<file path="src/rtl/servisia_sram_arb_pkg.sv">
// rtl/servisia_sram_arb_pkg.sv - shared types and constants for the SRAM byte/word arbiter
package servisia_sram_arb_pkg;

    localparam int unsigned NUM_LANES = 4;

    typedef logic [1:0] byte_idx_t;

    localparam byte_idx_t LAST_LANE = byte_idx_t'(NUM_LANES - 1);

    typedef enum logic [1:0] {
        ST_IDLE  = 2'd0,
        ST_XFER  = 2'd1,
        ST_RWAIT = 2'd2,
        ST_ACK   = 2'd3
    } state_e;

    function automatic logic [7:0] lane_byte(input logic [31:0] word, input byte_idx_t k);
        logic [7:0] b;
        case (k)
            2'd0:    b = word[7:0];
            2'd1:    b = word[15:8];
            2'd2:    b = word[23:16];
            default: b = word[31:24];
        endcase
        return b;
    endfunction

endpackage

</file>
<file path="src/rtl/servisia_sram_arb.sv">
// rtl/servisia_sram_arb.sv - single-port SRAM arbiter: core byte port (priority) vs serialised 32-bit word port
// Optional byte-select write masking: SERVISIA_SRAM_ARB_BYTE_SEL_EN
module servisia_sram_arb
    import servisia_sram_arb_pkg::*;
#(
    parameter int AW = 14
) (
    input  logic          clk_i,
    input  logic          rst_i,
    input  logic [AW-1:0] core_waddr_i,
    input  logic [AW-1:0] core_raddr_i,
    input  logic [7:0]    core_wdata_i,
    input  logic          core_wen_i,
    input  logic          core_ren_i,
    output logic [7:0]    core_rdata_o,
    input  logic [AW-1:0] wb_adr_i,
    input  logic [31:0]   wb_dat_i,
    input  logic [3:0]    wb_sel_i,
    input  logic          wb_we_i,
    input  logic          wb_stb_i,
    output logic [31:0]   wb_rdt_o,
    output logic          wb_ack_o,
    output logic [AW-1:0] sram_addr_o,
    output logic [7:0]    sram_wdata_o,
    output logic          sram_we_o,
    output logic          sram_re_o,
    input  logic [7:0]    sram_rdata_i
);

    state_e        state_q, state_d;
    byte_idx_t     idx_q, idx_d;
    logic [AW-3:0] adr_q, adr_d;
    logic [31:0]   dat_q, dat_d;
    logic          we_q, we_d;
    logic [23:0]   rbuf_q, rbuf_d;
    logic [31:0]   rdt_q, rdt_d;
    logic          cap_vld_q, cap_vld_d;
    byte_idx_t     cap_idx_q, cap_idx_d;

    logic          core_busy;
    logic          slot_skip;
    logic          slot_issue;
    logic          unused_bits;

`ifdef SERVISIA_SRAM_ARB_BYTE_SEL_EN
    logic [3:0]    sel_q, sel_d;

    // Masked write lanes burn their slot without touching the SRAM, so they never wait on the core.
    assign slot_skip   = (state_q == ST_XFER) && we_q && !sel_q[idx_q];
    assign unused_bits = ^wb_adr_i[1:0];
`else
    assign slot_skip   = 1'b0;
    assign unused_bits = ^{wb_adr_i[1:0], wb_sel_i};
`endif

    assign core_busy    = core_wen_i | core_ren_i;
    assign core_rdata_o = sram_rdata_i;
    assign wb_ack_o     = (state_q == ST_ACK);
    assign wb_rdt_o     = rdt_q;

    always_ff @(posedge clk_i or posedge rst_i) begin
        if (rst_i) begin
            state_q   <= ST_IDLE;
            idx_q     <= '0;
            adr_q     <= '0;
            dat_q     <= '0;
            we_q      <= 1'b0;
            rbuf_q    <= '0;
            rdt_q     <= '0;
            cap_vld_q <= 1'b0;
            cap_idx_q <= '0;
`ifdef SERVISIA_SRAM_ARB_BYTE_SEL_EN
            sel_q     <= '0;
`endif
        end else begin
            state_q   <= state_d;
            idx_q     <= idx_d;
            adr_q     <= adr_d;
            dat_q     <= dat_d;
            we_q      <= we_d;
            rbuf_q    <= rbuf_d;
            rdt_q     <= rdt_d;
            cap_vld_q <= cap_vld_d;
            cap_idx_q <= cap_idx_d;
`ifdef SERVISIA_SRAM_ARB_BYTE_SEL_EN
            sel_q     <= sel_d;
`endif
        end
    end

    always_comb begin
        state_d    = state_q;
        idx_d      = idx_q;
        adr_d      = adr_q;
        dat_d      = dat_q;
        we_d       = we_q;
        rbuf_d     = rbuf_q;
        rdt_d      = rdt_q;
        cap_vld_d  = 1'b0;
        cap_idx_d  = cap_idx_q;
        slot_issue = 1'b0;
`ifdef SERVISIA_SRAM_ARB_BYTE_SEL_EN
        sel_d      = sel_q;
`endif

        // Lanes 0-2 collect in a side buffer; the word output only changes once lane 3 lands.
        if (cap_vld_q) begin
            case (cap_idx_q)
                2'd0:    rbuf_d[7:0]   = sram_rdata_i;
                2'd1:    rbuf_d[15:8]  = sram_rdata_i;
                2'd2:    rbuf_d[23:16] = sram_rdata_i;
                default: rdt_d         = {sram_rdata_i, rbuf_q};
            endcase
        end

        case (state_q)
            ST_IDLE: begin
                if (wb_stb_i) begin
                    state_d = ST_XFER;
                    adr_d   = wb_adr_i[AW-1:2];
                    dat_d   = wb_dat_i;
                    we_d    = wb_we_i;
                    idx_d   = '0;
`ifdef SERVISIA_SRAM_ARB_BYTE_SEL_EN
                    sel_d   = wb_sel_i;
`endif
                end
            end
            ST_XFER: begin
                if (!wb_stb_i) begin
                    state_d = ST_IDLE;
                    idx_d   = '0;
                end else begin
                    slot_issue = !core_busy && !slot_skip;
                    if (slot_issue || slot_skip) begin
                        idx_d = idx_q + 2'd1;
                        if (idx_q == LAST_LANE) begin
                            state_d = we_q ? ST_ACK : ST_RWAIT;
                        end
                    end
                    if (slot_issue && !we_q) begin
                        cap_vld_d = 1'b1;
                        cap_idx_d = idx_q;
                    end
                end
            end
            ST_RWAIT: state_d = ST_ACK;
            default:  state_d = ST_IDLE;
        endcase
    end

    always_comb begin
        sram_addr_o  = core_waddr_i;
        sram_wdata_o = core_wdata_i;
        sram_we_o    = 1'b0;
        sram_re_o    = 1'b0;
        if (core_wen_i) begin
            sram_we_o = 1'b1;
        end else if (core_ren_i) begin
            sram_addr_o = core_raddr_i;
            sram_re_o   = 1'b1;
        end else if (slot_issue) begin
            sram_addr_o  = {adr_q, idx_q};
            sram_wdata_o = lane_byte(dat_q, idx_q);
            sram_we_o    = we_q;
            sram_re_o    = !we_q;
        end
    end

endmodule
</file>
<file path="config.mk">
export PLATFORM = sky130hd
export DESIGN_NAME = servisia_sram_arb
export DESIGN_NICKNAME = d
export VERILOG_FILES = /design/src/rtl/servisia_sram_arb_pkg.sv /design/src/rtl/servisia_sram_arb.sv
export SDC_FILE = /design/constraint.sdc
export NUM_CORES = 1
export LEC_CHECK = 0
export ABC_CLOCK_PERIOD_IN_PS = 7860
export CORE_MARGIN = 2
export CORE_UTILIZATION = 35
export DETAILED_ROUTE_END_ITERATION = 16
export GPL_TIMING_DRIVEN = 0
export PLACE_DENSITY = 0.68
export SETUP_SLACK_MARGIN = 0.02
export SKIP_CTS_REPAIR_TIMING = 1
export SLEW_MARGIN = 20
export SYNTH_ARGS = -nofsm -noshare
export SYNTH_HDL_FRONTEND = slang
export SYNTH_SLANG_ARGS = --single-unit
</file>
<file path="constraint.sdc">
create_clock -name clk_i -period 7.86 [get_ports clk_i]
set_clock_uncertainty 0.1 [all_clocks]
set_input_delay 1.179 -clock clk_i [delete_from_list [all_inputs] [get_ports clk_i]]
set_output_delay 1.179 -clock clk_i [all_outputs]
set_load 0.05 [all_outputs]
</file>
==> out/qor.yml <==
area_delta_synth_final_pct: 44.44
synth_nets: 463
setup-tns-final_ps: 0
cts_made_buffers: 9
synth_flop_cell: "sky130_fd_sc_hd__dfrtp_1"
route.layer.met1.wl_um: 5205
vdd_drop_max_mv: 0.1075
share_clk_of_total_power_pct: 34.5
wl_met3_um: 1018
tritoncts: "done"
number_of_rows_in_the_core_area: 42
worst_path_cell_trace: "clkdlybuf4s50_1, or2_1, buf_6, clkbuf_1, o32ai_1, a21oi_1, clkdlybuf4s50_1"
clockBufferDepth: 2
synthDominantAreaCellType: "sky130_fd_sc_hd__dfrtp_1"
die_height_um: 121.5
slew_viol_final: 0
clk_pin_slew_worst_paths_ps: 70
leading_cell_types_in_the_layout_fill_and_taps_excluded: "sky130_fd_sc_hd__clkdlybuf4s50_1, sky130_fd_sc_hd__dfrtp_1, sky130_fd_sc_hd__mux2_2"
cellPowerDensity_nw_per_um2: 197.9
pin_count_of_the_biggest_net_entering_global_routing: 62
synth-async-reset-ratio_pct: 100.0
post_synth_instance_area_um2: 4831
layout.filler_cells: 1169
antenna_cells_inserted: 0
grt_first_pass_wirelength_um: 19610
power_frac_seq_pct: 46.6
required_ps: 6580
route.final.wire_length_um: 12170
setup_viol_count_final: 0
global_route.usage.total_pct: 17.29
dr.first_iter.drc_count: 200
post_dp_cell_area_um2: 6655
gp_congestion: 0.8002
hpwl_um: 9085
synth_top_area_share_pct: 55.94
ys_types: 37
clkSinkCount: 108
design.portCount: 165
final_layout_size_suffix_gt1_share_pct: 26.08
post_synth_inst_count: 359
routed_wire_length_per_instance_um: 17.17
critPathMostFrequentCell: "sky130_fd_sc_hd__clkdlybuf4s50_1"
ys.warnings.count: 0
total_net_switching_power_mw: 0.3589
grt_setup_unrepaired: "false"
timing_hold_violations_final: 0
max_cap_violations: 0
most_common_cell_after_layout_fill_and_taps_aside: "sky130_fd_sc_hd__clkdlybuf4s50_1"
post-route-min-period_ps: 5022
core-area_um2: 13350
max_freq_ghz: 0.1991
power.share.combinational_pct: 18.9
slowest_stage: "sky130_fd_sc_hd__clkdlybuf4s50_1"
critPathBufInv: 4
htreeDepth: 3
number_of_global_route_vias_before_repair: 3792
final_min_period_over_clock_period_pct: 63.89
seq_area_frac_synth_pct: 55.94
grt-ovfl-total: 0
synth_area_per_cell_um2: 13.46
routed.top_layer: "met4"
worst_hold_slack_ps: 402.4
critical-path-top-delay-family: "buffers and inverters"
path_class: "in2out"
initial_core_util_pct: 36.19
vias_per_cell: 5.066
power.share.switching_pct: 25.99
total_leakage_power_nw: 3.019
dieArea_um2: 14760
critical_path.max_fanout: 10
dr_wl_met2_um: 5724
synth-seq-cells: 108
cpPeakStageDelay_ps: 820
status: "completed"
arrival_ps: 3740
grt_antenna_before_repair: 0
drcViolationCount: 0
drt.antenna.violating_nets: 0
relSlewSlack_pct: 50.37
max_slew.worst_pin.slew_ps: 741.1
num_vias: 3592
critPathLaunchType: "primary input"
post-route-cell-area_um2: 6978
synth.area.top_cells: "sky130_fd_sc_hd__dfrtp_1, sky130_fd_sc_hd__mux2_2, sky130_fd_sc_hd__a221o_1"
root_buffer: "sky130_fd_sc_hd__clkbuf_16"
internal_power_mw: 1.022
cp-end-kind: "output pin"
min-delay-path-class: "reg2reg"
firstDrtPassIters: 4
insertion_delay_ps: 350
die-width_um: 121.5
synth_edf_count: 0
num-nets-final: 632
number_of_port_buffers: 157
==> final cells by class <==
| class | count | area (µm²) | area share, % |
|---|---|---|---|
| multi-input combinational | 200 | 1877 | 26.90 |
| tap | 176 | 220.2 | 3.156 |
| clock inverter | 4 | 56.30 | 0.8069 |
| sequential | 108 | 2703 | 38.73 |
| inverter | 20 | 80.08 | 1.148 |
| buffer | 31 | 176.4 | 2.528 |
| timing repair buffer | 158 | 1599 | 22.92 |
| clock buffer | 12 | 266.5 | 3.819 |
==> path summary, 6_finish.rpt <==
kind                                  from              to  slack, ps  cells after the start
worst min-delay path            rbuf_q[18]    wb_rdt_o[18]        400                      1
min in group asynchronous            rst_i       dat_q[20]       1140                      2
worst min register to register  rbuf_q[18]    wb_rdt_o[18]        400                      1
worst max register to register  state_q[0]        adr_q[7]       5850                      5
max in group asynchronous            rst_i     wb_rdt_o[9]       5890                      3
worst max-delay path            core_ren_i  sram_addr_o[2]       2840                      7
==> kinds of logic after synthesis <==
logic type               share of synthesized area [%]
AND/OR/NAND/NOR                                  4.947
buffers and inverters                            5.206
adder cells (fa/ha/maj)                          1.036
flip-flops                                       55.94
AO/OA/AOI/OAI                                    8.962
multiplexers                                     23.91
==> per-stage QoR <==
stage	power [mW]	std cells	util [%]	worst slack, ps
after CTS	1.399	709	52.28	2841
after floorplan	0.8041	359	-	3735
after global routing	1.441	709	52.28	2718
after detailed placement	0.9165	693	49.86	2853
final	1.381	709	52.28	2838
after global placement	0.9065	692	49.62	2193
==> worst reg2reg max path: cells and delay by family, from the launching register on <==
family,cells,cell delay [ps]
buffers and inverters,3,800
muxes,1,370
DFF,1,360
and+or+nand+nor,1,260
==> cells in the mapped netlist, drive strengths merged (2+ instances only) <==
| cell type | n |
|---|---|
| a21oi | 14 |
| a221o | 9 |
| a222oi | 8 |
| a32o | 8 |
| buf | 22 |
| clkbuf | 9 |
| dfrtp | 108 |
| ha | 4 |
| inv | 19 |
| mux2 | 101 |
| nand2 | 13 |
| nand2b | 2 |
| nand3b | 3 |
| nor3 | 3 |
| nor3b | 9 |
| o21ai | 5 |
| o21bai | 3 |
| o32ai | 5 |
==> flip-flops by register name, summed over array words and instances, names as in the netlist <==
register / flops
idx_q: 2
adr_q: 12
dat_q: 32
wb_rdt_o: 32
we_q: 1
cap_idx_q: 2
state_q: 2
rbuf_q: 24
cap_vld_q: 1
==> per-layer routing <==
layer,GRT usage (%),vias to the layer above
met5,0,-
met1,21.99,1778
met2,28.13,151
met3,5.028,18
met4,6.106,0
li1,-,1645
==> power by group through the flow <==
| stage | clock (mW) | combinational (mW) | sequential (mW) |
|---|---|---|---|
| 2_1_floorplan | 0 | 0.153 | 0.651 |
| 3_3_place_gp | 0 | 0.256 | 0.650 |
| 3_5_place_dp | 0 | 0.263 | 0.653 |
| 4_1_cts | 0.492 | 0.264 | 0.643 |
| 5_1_grt | 0.510 | 0.281 | 0.650 |
| 6_report | 0.476 | 0.262 | 0.643 |
Power figures use the tool's default switching activity.
